$ cat src/rtl/ctrl_pkg.sv
// Shared types and encodings for the pipeline control tracker.
package ctrl_pkg;

  // Decoded control bundle carried from ID towards WB (9 bits).
  typedef struct packed {
    logic       RegDst;
    logic       ALUSrc;
    logic [1:0] ALUOp;
    logic       Branch;
    logic       MemRead;
    logic       MemWrite;
    logic       RegWrite;
    logic       MemtoReg;
  } ctrl_t;

  // A bubble is an instruction with every control bit cleared.
  localparam ctrl_t BUBBLE = '0;

  // EX operand source selects.
  localparam logic [1:0] FWD_RF    = 2'b00;
  localparam logic [1:0] FWD_EXMEM = 2'b10;
  localparam logic [1:0] FWD_MEMWB = 2'b01;

endpackage

$ cat src/rtl/ctrl_pipe_if.sv
// ID-stage bundle in, per-stage controls and hazard controls out.
interface ctrl_pipe_if #(parameter int REG_W = 5);
  logic             i_valid;
  logic             i_RegDst;
  logic             i_ALUSrc;
  logic             i_Branch;
  logic             i_MemRead;
  logic             i_MemWrite;
  logic             i_RegWrite;
  logic             i_MemtoReg;
  logic [1:0]       i_ALUOp;
  logic [REG_W-1:0] i_rs;
  logic [REG_W-1:0] i_rt;
  logic [REG_W-1:0] i_rd;
  logic             i_Zero;
  logic             o_ex_RegDst;
  logic             o_ex_ALUSrc;
  logic [1:0]       o_ex_ALUOp;
  logic             o_mem_MemRead;
  logic             o_mem_MemWrite;
  logic             o_wb_RegWrite;
  logic             o_wb_MemtoReg;
  logic [REG_W-1:0] o_wb_write_reg;
  logic [1:0]       o_ForwardA;
  logic [1:0]       o_ForwardB;
  logic             o_PCWrite;
  logic             o_IFIDWrite;
  logic             o_PCSrc;
  logic             o_IFIDFlush;

  // Core side: drives the ID bundle, consumes the stage controls.
  modport master (
    output i_valid, i_RegDst, i_ALUSrc, i_Branch, i_MemRead, i_MemWrite,
           i_RegWrite, i_MemtoReg, i_ALUOp, i_rs, i_rt, i_rd, i_Zero,
    input  o_ex_RegDst, o_ex_ALUSrc, o_ex_ALUOp, o_mem_MemRead, o_mem_MemWrite,
           o_wb_RegWrite, o_wb_MemtoReg, o_wb_write_reg, o_ForwardA, o_ForwardB,
           o_PCWrite, o_IFIDWrite, o_PCSrc, o_IFIDFlush
  );

  // Tracker side.
  modport slave (
    input  i_valid, i_RegDst, i_ALUSrc, i_Branch, i_MemRead, i_MemWrite,
           i_RegWrite, i_MemtoReg, i_ALUOp, i_rs, i_rt, i_rd, i_Zero,
    output o_ex_RegDst, o_ex_ALUSrc, o_ex_ALUOp, o_mem_MemRead, o_mem_MemWrite,
           o_wb_RegWrite, o_wb_MemtoReg, o_wb_write_reg, o_ForwardA, o_ForwardB,
           o_PCWrite, o_IFIDWrite, o_PCSrc, o_IFIDFlush
  );
endinterface

$ cat src/rtl/ctrl_pipe_hazard_fwd.sv
// Combinational hazard unit: load-use stall, branch redirect, forwarding.
module hazard_fwd
  import ctrl_pkg::*;
#(
  parameter int REG_W = 5
) (
  input  logic             exMemRead,
  input  logic             exBranch,
  input  logic [REG_W-1:0] exRs,
  input  logic [REG_W-1:0] exRt,
  input  logic             idValid,
  input  logic [REG_W-1:0] idRs,
  input  logic [REG_W-1:0] idRt,
  input  logic             zero,
  input  logic             memRegWrite,
  input  logic [REG_W-1:0] memDest,
  input  logic             wbRegWrite,
  input  logic [REG_W-1:0] wbDest,
  output logic             stall,
  output logic             pcSrc,
  output logic             pcWrite,
  output logic             ifIdWrite,
  output logic             ifIdFlush,
  output logic [1:0]       forwardA,
  output logic [1:0]       forwardB
);

  // Nearest producer wins; $0 is hard-wired and never forwarded.
  function automatic logic [1:0] fwdSel(input logic [REG_W-1:0] src,
                                        input logic memWr, input logic [REG_W-1:0] memD,
                                        input logic wbWr, input logic [REG_W-1:0] wbD);
    if (memWr && memD != '0 && memD == src)   return FWD_EXMEM;
    else if (wbWr && wbD != '0 && wbD == src) return FWD_MEMWB;
    else                                      return FWD_RF;
  endfunction

  // Redirect dominates a (theoretically impossible) simultaneous stall.
  always_comb begin
    pcSrc     = exBranch & zero;
    stall     = exMemRead & (exRt != '0) & idValid & ((exRt == idRs) | (exRt == idRt));
    pcWrite   = !(stall & !pcSrc);
    ifIdWrite = !(stall & !pcSrc);
    ifIdFlush = pcSrc;
    forwardA  = fwdSel(exRs, memRegWrite, memDest, wbRegWrite, wbDest);
    forwardB  = fwdSel(exRt, memRegWrite, memDest, wbRegWrite, wbDest);
  end

endmodule

$ cat src/rtl/ctrl_pipe.sv
// Carries the ID control bundle through ID/EX, EX/MEM and MEM/WB and
// presents each control in the stage that consumes it.
module ctrl_pipe
  import ctrl_pkg::*;
#(
  parameter int REG_W = 5
) (
  input  logic       i_clk,
  input  logic       i_rst_n,
  ctrl_pipe_if.slave bus
);

  ctrl_t            idCtrl;
  ctrl_t            exCtrl_p0;
  logic [REG_W-1:0] exRs_p0, exRt_p0, exRd_p0;
  logic             memMemRead_p1, memMemWrite_p1, memRegWrite_p1, memMemtoReg_p1;
  logic [REG_W-1:0] memDest_p1;
  logic             wbRegWrite_p2, wbMemtoReg_p2;
  logic [REG_W-1:0] wbDest_p2;
  logic [REG_W-1:0] exDest;
  logic             stall, pcSrc, injectBubble;

  // Pack the ID bundle and derive the EX destination and bubble request.
  always_comb begin
    idCtrl.RegDst   = bus.i_RegDst;
    idCtrl.ALUSrc   = bus.i_ALUSrc;
    idCtrl.ALUOp    = bus.i_ALUOp;
    idCtrl.Branch   = bus.i_Branch;
    idCtrl.MemRead  = bus.i_MemRead;
    idCtrl.MemWrite = bus.i_MemWrite;
    idCtrl.RegWrite = bus.i_RegWrite;
    idCtrl.MemtoReg = bus.i_MemtoReg;
    exDest          = exCtrl_p0.RegDst ? exRd_p0 : exRt_p0;
    injectBubble    = !bus.i_valid | stall | pcSrc;
  end

  hazard_fwd #(.REG_W(REG_W)) uHazard (
    .exMemRead   (exCtrl_p0.MemRead),
    .exBranch    (exCtrl_p0.Branch),
    .exRs        (exRs_p0),
    .exRt        (exRt_p0),
    .idValid     (bus.i_valid),
    .idRs        (bus.i_rs),
    .idRt        (bus.i_rt),
    .zero        (bus.i_Zero),
    .memRegWrite (memRegWrite_p1),
    .memDest     (memDest_p1),
    .wbRegWrite  (wbRegWrite_p2),
    .wbDest      (wbDest_p2),
    .stall       (stall),
    .pcSrc       (pcSrc),
    .pcWrite     (bus.o_PCWrite),
    .ifIdWrite   (bus.o_IFIDWrite),
    .ifIdFlush   (bus.o_IFIDFlush),
    .forwardA    (bus.o_ForwardA),
    .forwardB    (bus.o_ForwardB)
  );

  // Stage registers; bubbles also clear register fields so they never match.
  always_ff @(posedge i_clk) begin
    if (!i_rst_n) begin
      exCtrl_p0      <= BUBBLE;
      exRs_p0        <= '0;
      exRt_p0        <= '0;
      exRd_p0        <= '0;
      memMemRead_p1  <= 1'b0;
      memMemWrite_p1 <= 1'b0;
      memRegWrite_p1 <= 1'b0;
      memMemtoReg_p1 <= 1'b0;
      memDest_p1     <= '0;
      wbRegWrite_p2  <= 1'b0;
      wbMemtoReg_p2  <= 1'b0;
      wbDest_p2      <= '0;
    end else begin
      // ID/EX
      exCtrl_p0      <= injectBubble ? BUBBLE : idCtrl;
      exRs_p0        <= injectBubble ? '0 : bus.i_rs;
      exRt_p0        <= injectBubble ? '0 : bus.i_rt;
      exRd_p0        <= injectBubble ? '0 : bus.i_rd;
      // EX/MEM
      memMemRead_p1  <= exCtrl_p0.MemRead;
      memMemWrite_p1 <= exCtrl_p0.MemWrite;
      memRegWrite_p1 <= exCtrl_p0.RegWrite;
      memMemtoReg_p1 <= exCtrl_p0.MemtoReg;
      memDest_p1     <= exDest;
      // MEM/WB
      wbRegWrite_p2  <= memRegWrite_p1;
      wbMemtoReg_p2  <= memMemtoReg_p1;
      wbDest_p2      <= memDest_p1;
    end
  end

  // Present each stage's controls.
  always_comb begin
    bus.o_ex_RegDst    = exCtrl_p0.RegDst;
    bus.o_ex_ALUSrc    = exCtrl_p0.ALUSrc;
    bus.o_ex_ALUOp     = exCtrl_p0.ALUOp;
    bus.o_mem_MemRead  = memMemRead_p1;
    bus.o_mem_MemWrite = memMemWrite_p1;
    bus.o_wb_RegWrite  = wbRegWrite_p2;
    bus.o_wb_MemtoReg  = wbMemtoReg_p2;
    bus.o_wb_write_reg = wbDest_p2;
    bus.o_PCSrc        = pcSrc;
  end

endmodule

$ cat src/flat_wrapper.sv
// flat-port wrapper written by rule: the top's interface ports become plain ports
module ctrl_pipe_flat import ctrl_pkg::*;
#(
  parameter int REG_W = 5
)
  (i_clk, i_rst_n, bus_i_valid, bus_i_RegDst, bus_i_ALUSrc, bus_i_Branch, bus_i_MemRead, bus_i_MemWrite, bus_i_RegWrite, bus_i_MemtoReg, bus_i_ALUOp, bus_i_rs, bus_i_rt, bus_i_rd, bus_i_Zero, bus_o_ex_RegDst, bus_o_ex_ALUSrc, bus_o_ex_ALUOp, bus_o_mem_MemRead, bus_o_mem_MemWrite, bus_o_wb_RegWrite, bus_o_wb_MemtoReg, bus_o_wb_write_reg, bus_o_ForwardA, bus_o_ForwardB, bus_o_PCWrite, bus_o_IFIDWrite, bus_o_PCSrc, bus_o_IFIDFlush);
  ctrl_pipe_if #(.REG_W(REG_W)) bus_i ();
  input  logic i_clk;
  input  logic i_rst_n;
  input wire logic [$bits(bus_i.i_valid)-1:0] bus_i_valid;
  input wire logic [$bits(bus_i.i_RegDst)-1:0] bus_i_RegDst;
  input wire logic [$bits(bus_i.i_ALUSrc)-1:0] bus_i_ALUSrc;
  input wire logic [$bits(bus_i.i_Branch)-1:0] bus_i_Branch;
  input wire logic [$bits(bus_i.i_MemRead)-1:0] bus_i_MemRead;
  input wire logic [$bits(bus_i.i_MemWrite)-1:0] bus_i_MemWrite;
  input wire logic [$bits(bus_i.i_RegWrite)-1:0] bus_i_RegWrite;
  input wire logic [$bits(bus_i.i_MemtoReg)-1:0] bus_i_MemtoReg;
  input wire logic [$bits(bus_i.i_ALUOp)-1:0] bus_i_ALUOp;
  input wire logic [$bits(bus_i.i_rs)-1:0] bus_i_rs;
  input wire logic [$bits(bus_i.i_rt)-1:0] bus_i_rt;
  input wire logic [$bits(bus_i.i_rd)-1:0] bus_i_rd;
  input wire logic [$bits(bus_i.i_Zero)-1:0] bus_i_Zero;
  output wire logic [$bits(bus_i.o_ex_RegDst)-1:0] bus_o_ex_RegDst;
  output wire logic [$bits(bus_i.o_ex_ALUSrc)-1:0] bus_o_ex_ALUSrc;
  output wire logic [$bits(bus_i.o_ex_ALUOp)-1:0] bus_o_ex_ALUOp;
  output wire logic [$bits(bus_i.o_mem_MemRead)-1:0] bus_o_mem_MemRead;
  output wire logic [$bits(bus_i.o_mem_MemWrite)-1:0] bus_o_mem_MemWrite;
  output wire logic [$bits(bus_i.o_wb_RegWrite)-1:0] bus_o_wb_RegWrite;
  output wire logic [$bits(bus_i.o_wb_MemtoReg)-1:0] bus_o_wb_MemtoReg;
  output wire logic [$bits(bus_i.o_wb_write_reg)-1:0] bus_o_wb_write_reg;
  output wire logic [$bits(bus_i.o_ForwardA)-1:0] bus_o_ForwardA;
  output wire logic [$bits(bus_i.o_ForwardB)-1:0] bus_o_ForwardB;
  output wire logic [$bits(bus_i.o_PCWrite)-1:0] bus_o_PCWrite;
  output wire logic [$bits(bus_i.o_IFIDWrite)-1:0] bus_o_IFIDWrite;
  output wire logic [$bits(bus_i.o_PCSrc)-1:0] bus_o_PCSrc;
  output wire logic [$bits(bus_i.o_IFIDFlush)-1:0] bus_o_IFIDFlush;
  assign bus_i.i_valid = bus_i_valid;
  assign bus_i.i_RegDst = bus_i_RegDst;
  assign bus_i.i_ALUSrc = bus_i_ALUSrc;
  assign bus_i.i_Branch = bus_i_Branch;
  assign bus_i.i_MemRead = bus_i_MemRead;
  assign bus_i.i_MemWrite = bus_i_MemWrite;
  assign bus_i.i_RegWrite = bus_i_RegWrite;
  assign bus_i.i_MemtoReg = bus_i_MemtoReg;
  assign bus_i.i_ALUOp = bus_i_ALUOp;
  assign bus_i.i_rs = bus_i_rs;
  assign bus_i.i_rt = bus_i_rt;
  assign bus_i.i_rd = bus_i_rd;
  assign bus_i.i_Zero = bus_i_Zero;
  assign bus_o_ex_RegDst = bus_i.o_ex_RegDst;
  assign bus_o_ex_ALUSrc = bus_i.o_ex_ALUSrc;
  assign bus_o_ex_ALUOp = bus_i.o_ex_ALUOp;
  assign bus_o_mem_MemRead = bus_i.o_mem_MemRead;
  assign bus_o_mem_MemWrite = bus_i.o_mem_MemWrite;
  assign bus_o_wb_RegWrite = bus_i.o_wb_RegWrite;
  assign bus_o_wb_MemtoReg = bus_i.o_wb_MemtoReg;
  assign bus_o_wb_write_reg = bus_i.o_wb_write_reg;
  assign bus_o_ForwardA = bus_i.o_ForwardA;
  assign bus_o_ForwardB = bus_i.o_ForwardB;
  assign bus_o_PCWrite = bus_i.o_PCWrite;
  assign bus_o_IFIDWrite = bus_i.o_IFIDWrite;
  assign bus_o_PCSrc = bus_i.o_PCSrc;
  assign bus_o_IFIDFlush = bus_i.o_IFIDFlush;
  ctrl_pipe #(.REG_W(REG_W)) u_core (.i_clk(i_clk), .i_rst_n(i_rst_n), .bus(bus_i));
endmodule
$ cat config.mk
export PLATFORM = sky130hd
export DESIGN_NAME = ctrl_pipe_flat
export DESIGN_NICKNAME = d
export VERILOG_FILES = /design/src/rtl/ctrl_pkg.sv /design/src/rtl/ctrl_pipe_if.sv /design/src/rtl/ctrl_pipe_hazard_fwd.sv /design/src/rtl/ctrl_pipe.sv /design/src/flat_wrapper.sv
export SDC_FILE = /design/constraint.sdc
export NUM_CORES = 1
export LEC_CHECK = 0
export BUFFER_PORTS_ARGS = -buffer_cell sky130_fd_sc_hd__buf_2
export CORE_ASPECT_RATIO = 0.8
export CORE_MARGIN = 2
export CORE_UTILIZATION = 57
export CTS_BUF_LIST = sky130_fd_sc_hd__clkbuf_8
export CTS_CLUSTER_SIZE = 28
export DETAILED_ROUTE_END_ITERATION = 6
export GPL_ROUTABILITY_DRIVEN = 0
export PLACE_DENSITY_LB_ADDON = 0.3
export SYNTH_ARGS = -nofsm -noshare
export SYNTH_HDL_FRONTEND = slang
export SYNTH_HIERARCHICAL = 1
export SYNTH_SLANG_ARGS = --single-unit
$ cat constraint.sdc
create_clock -name i_clk -period 3 [get_ports i_clk]
set_input_delay 0.45 -clock i_clk [delete_from_list [all_inputs] [get_ports i_clk]]
set_output_delay 0.45 -clock i_clk [all_outputs]
set_load 0.005 [all_outputs]
Yosys cells after proc, flatten, opt, wreduce, memory -nomap -nowiden:

Index checks and enable logic that the tools add are counted.

* register bits after elaboration: 40
* bits in latches: 0
* RAM bits: 0
* ROM bits: 0
* bits of input ports: 28
* output and inout port bits: 21
* word-level logic and storage cells: 52
* memories: 0

* add/sub/neg operators: 0
* multiply operators: 0
* divide/modulo/power cells: 0
* magnitude comparators: 0
* eq/ne operators: 6
* shifts and indexed selects: 0
* multiplexer cells: 5
* bitwise gates (word level): 9
* reductions and logical operators: 13

Operators by type and width (number)
* 5-bit == test: 6
* 5-bit nonzero test: 3
* 1-bit logical AND: 6
* 1-bit bitwise AND: 5
* 5-bit 2-to-1 mux: 1
* 2-bit 2-to-1 mux: 2
* 1-bit logical NOT: 3
* 1-bit OR: 3
* 1-bit 2-to-1 mux: 2
* 2-bit OR reduction: 1
* 1-bit inverter: 1

Logic depth before layout (Yosys ltp):

* depth after elaboration: 7
* mapped depth: 8
* gate-level depth less buffers: 6

Cells and area by module:

The synthesis kept the hierarchy.

Modules (own cells, without submodules)
* ctrl_pipe: instances 1, cells an instance 92, area each 1163.6 µm², seq. area each 800.8 µm²
* hazard_fwd: instances 1, cells an instance 60, area each 491.7 µm², seq. area each 0.0 µm²

Worst setup path after synthesis:

OpenSTA, ideal clock, no wires.

* path kind: in2out
* start: input port bus_i_rt[2]
* end: output port bus_o_PCWrite
* arrival: 1.559 ns
* data required time: 2.550 ns
* path slack: 0.991 ns
* stages: 5
* cell sequence: xor2_1 > nor3_2 > a22oi_1 > or4_1 > buf_4

* cells in the longest elaborated chain, start to end: 5

RTL lines
* from (decl): line flat_wrapper.sv:20 `input wire logic [$bits(bus_i.i_rt)-1:0] bus_i_rt;`
* 5-bit == test: line ctrl_pipe_hazard_fwd.sv:40 `stall = exMemRead & (exRt != '0) & idValid & ((exRt == idRs) | (exRt == idRt));`
* 1-bit OR: line ctrl_pipe_hazard_fwd.sv:40
* 1-bit bitwise AND: line ctrl_pipe_hazard_fwd.sv:40
* 1-bit bitwise AND
* 1-bit logical NOT
* to (decl): line flat_wrapper.sv:33 `output wire logic [$bits(bus_i.o_PCWrite)-1:0] bus_o_PCWrite;`

Every way passes these cells.

Final worst setup path:

* start: register u_core.exRt_p0[0]
* end: output port bus_o_IFIDWrite

* cells in the longest elaborated chain, start to end: 6
* elaborated cells between the ends (all ways): 9
* classes of those cells: eq/ne (2); bitwise (5); reduce/logical (2)

RTL lines
* from (decl): line ctrl_pipe.sv:15 `logic [REG_W-1:0] exRs_p0, exRt_p0, exRd_p0;`
* from (signal assigned): line ctrl_pipe.sv:78 `exRt_p0 <= injectBubble ? '0 : bus.i_rt;`
* 5-bit nonzero test: line ctrl_pipe_hazard_fwd.sv:40
* 1-bit bitwise AND (2 in series): line ctrl_pipe_hazard_fwd.sv:40
* 1-bit bitwise AND (*): line ctrl_pipe_hazard_fwd.sv:40
* 1-bit bitwise AND (*): line ctrl_pipe_hazard_fwd.sv:42 `ifIdWrite = !(stall & !pcSrc);`
* 1-bit logical NOT (*): line ctrl_pipe_hazard_fwd.sv:42
* to (decl): line flat_wrapper.sv:34 `output wire logic [$bits(bus_i.o_IFIDWrite)-1:0] bus_o_IFIDWrite;`

Every way passes the cells marked *; elsewhere a longest branch is shown, timed or not.

==> PnR_summary.wiki <==
{| class="wikitable"
! Metric !! Value
|-
| Summed instance area of the synthesized netlist || 1660 sq um
|-
| Overall track demand over capacity in global routing || 19.0%
|-
| Via Count || 1099
|-
| Worst relative slew slack || 76.6%
|-
| Overflow after GRT || 0
|-
| Post-synthesis xor/xnor area fraction || 15.9%
|-
| Portion of total power attributed to sequential cells || 55.8%
|-
| # DRC || 0
|-
| Final #Nets || 222
|-
| Critical path's largest stage delay || 540 ps
|-
| Share of synthesized area spent on multiplexers || 3.02%
|-
| Outcome || finished, final reports clean
|-
| Clock network fraction of design power || 35.9%
|-
| Clock root buffer master || clkbuf_8
|-
| Internal power component || 0.783 mW
|-
| Final hold violations || 0
|-
| Clock Tree Buf Depth || 2
|-
| Final hold slack || 356 ps
|-
| Count of placed standard cells including taps || 225
|-
| Worst vdd ir || 0.321 mV
|-
| Vias in the first global route || 1089
|-
| Adder-cell share of the synthesized area || 0%
|-
| Initial core utilization || 59.9%
|-
| Chip width || 64.3 um
|-
| Type of element capturing the critical path || output port
|-
| Launch point of the critical path || u_core/exRt_p0[0]
|-
| Post-detailed-route wirelength per cell || 12.1 um
|-
| Die Outline Area || 3350 sq um
|-
| Main combinational cell family by area after synthesis || simple AND/OR/NAND/NOR gates
|-
| Share of post-route cells with drive strength above 1 || 32.8%
|-
| Final Routed Wirelength || 2810 um
|-
| Tmin final || 2370 ps
|-
| First-pass GRT wire length || 4600 um
|-
| Total of cells resized after clock tree synthesis || 0
|-
| Unique cell type count in the Yosys netlist || 22
|-
| Synth warnings || 6
|-
| Num Clock Sinks || 40
|-
| Share of synthesized registers carrying an async set or reset || 0%
|-
| Setup slack on the worst flop-to-flop path || 1180 ps
|-
| Vertical die dimension || 52.2 um
|-
| Post-synthesis instance total || 152
|-
| Hold bufs inserted after CTS || 0
|-
| Critical path, cell by cell || xor2_1, nor3_2, a22oi_1, or4_1, buf_2
|-
| Worst clock skew || 2.32 ps
|-
| Launching point of the worst reg2reg path || u_core/exRt_p0[1]
|-
| CTS buffer count || 5
|-
| Combinational fraction of design power || 8.3%
|-
| Insertion delay to the later sink of the worst-skew pair || 290 ps
|-
| Initial antenna violation count || 0
|-
| Pre-CTS WS || 857 ps
|-
| Power dissipated by switching net loads || 0.234 mW
|-
| Core Region || 2770 sq um
|-
| Area delta synth->final || 17.5%
|-
| Synth Area in Compound Gates || 1.74%
|-
| Critical path peak fanout || 6
|-
| Synth Area per Inst || 10.9 sq um
|-
| Static power due to leakage || 0.936 nW
|-
| Data arrival time at the worst-slack endpoint || 1920 ps
|-
| Clock slew at the register clock pins of the worst setup and hold paths || 70 ps
|-
| TritonCTS clock tree || done
|-
| Most frequent cells in the layout || buf_2, dfxtp_1, and2_1, xor2_1
|-
| Max-slew violation count || 0
|-
| Number of iterations in the first detailed-routing pass || 4
|-
| Row count || 17
|-
| Synthesized flop and latch total || 40
|-
| Net count after synthesis || 180
|-
| Pwr dens || 523 nW/um^2
|-
| Highest attainable clock frequency || 0.422 GHz
|-
| Sum of negative setup slack || 0 ps
|-
| Setup Viol. Count Final || 0
|-
| Count of buffers added by post-CTS timing repair for setup || 0
|-
| Required time of the critical path || 2550 ps
|-
| Pin count of the biggest net entering global routing || 25
|-
| Final non-filler cell total || 233
|-
| Flip-flop cell with the highest count after synthesis || dfxtp_1
|-
| Source of the worst hold timing path || bus_i_RegDst
|-
| Maxcap violations || 0
|-
| Number of enable flip-flop cells after synthesis || 0
|-
| Setup CP Type || reg2out
|-
| Proportion of synthesized chip area in sequential cells || 48.4%
|-
| Count of inserted antenna diode cells || 0
|-
| Area share of and/or/nand/nor cells after synthesis || 25.2%
|-
| Cell at the slowest stage of the critical path || or4_1
|-
| Antenna-violating nets left || 0
|-
| Critical path buffer and inverter count || 1
|-
| Number of levels in the clock H-tree || 2
|-
| Count of fill cells added during filler insertion || 242
|-
| Slew @ Worst Pin || 351 ps
|-
| Number of port buffers || 48
|-
| I/O Pins || 49
|-
| Largest delay share family, worst path || simple AND/OR/NAND/NOR gates
|-
| Switching power as a share of total power || 23.0%
|-
| Utilization after layout || 70.3%
|-
| CP startpoint kind || flop
|-
| Most common cell after layout, fill and taps aside || buf_2
|-
| Unrepaired setup endpoints after global routing || no
|-
| Number of DRC violations after detailed-routing iteration 0 || 17
|-
| Detailed-route vias per instance || 4.72
|-
| Worst min-delay path class || in2reg
|-
| Ratio of final minimum period to clock period || 79.0%
|-
| Setup WS post-layout || 631 ps
|}
## per-layer routing
layer  vias up  wire (um)  track usage, %
met2        33       1350            33.5
met1       489       1220            19.6
li1        567          -               -
met4         0         97            13.1
met3        10        147            6.02
met5         -          0               0
## path summary, 6_finish.rpt
kind	end	depth (start not counted)
worst max-delay path	bus_o_IFIDWrite	5
worst min-delay path	u_core/bus.o_ex_RegDst	2
worst max register to register	u_core/exRt_p0[4]	5
worst min register to register	u_core/bus.o_mem_MemWrite	1
## Yosys cell counts, types with 2 or more instances
library cell / number / area [sq um]
dfxtp_1: 40 / 801
and2_1: 36 / 225
xor2_1: 24 / 210
xnor2_1: 6 / 52.6
mux2i_1: 5 / 50.1
nor2b_1: 5 / 31.3
or4_1: 5 / 37.5
buf_4: 4 / 30.0
buf_6: 4 / 45.0
nor4_2: 4 / 50.1
clkbuf_1: 3 / 11.3
nor2_1: 3 / 11.3
buf_2: 2 / 10.0
nand3_1: 2 / 10.0
nor3_1: 2 / 10.0
## metrics by stage
stage | total power, mW | instance area [sq um]
after floorplan | 0.636 | 1660
after global placement | 0.660 | 1850
after detailed placement | 0.664 | 1850
after CTS | 1.03 | 1940
after global routing | 1.06 | 1940
final | 1.02 | 1940
## layout make-up
class / instances / area [sq um] / area share, %
Clock inverter: 2 / 15.0 / 0.772
Sequential cell: 40 / 801 / 41.2
Clock buffer: 6 / 82.6 / 4.25
Tap cell: 38 / 47.5 / 2.45
Multi-Input combinational cell: 99 / 758 / 39.0
Timing Repair Buffer: 48 / 240 / 12.4
## power by group through the flow
stage | Combinational (mW) | Sequential, mW | Clock (mW)
floorplan | 0.0648 | 0.571 | 0
CTS | 0.0856 | 0.567 | 0.375
detailed placement | 0.0843 | 0.580 | 0
global route | 0.0944 | 0.569 | 0.397
global placement | 0.0815 | 0.579 | 0
finish | 0.0845 | 0.567 | 0.365
## worst reg2reg max path, delay by kind of cell (launching register included)
| family | cells | cell delay (ps) |
|---|---|---|
| AND/OR/NAND/NOR | 5 | 1370 |
| flip-flops | 1 | 400 |
## cell families after synthesis
kind of cell	Yosys count
and+or+nand+nor	61
xor gates and xnor gates	30
muxes	5
DFF	40
buffers and inverters	13
AOI/OAI and AO/OA	3
No activity file was read; power rests on OpenSTA's default activity.
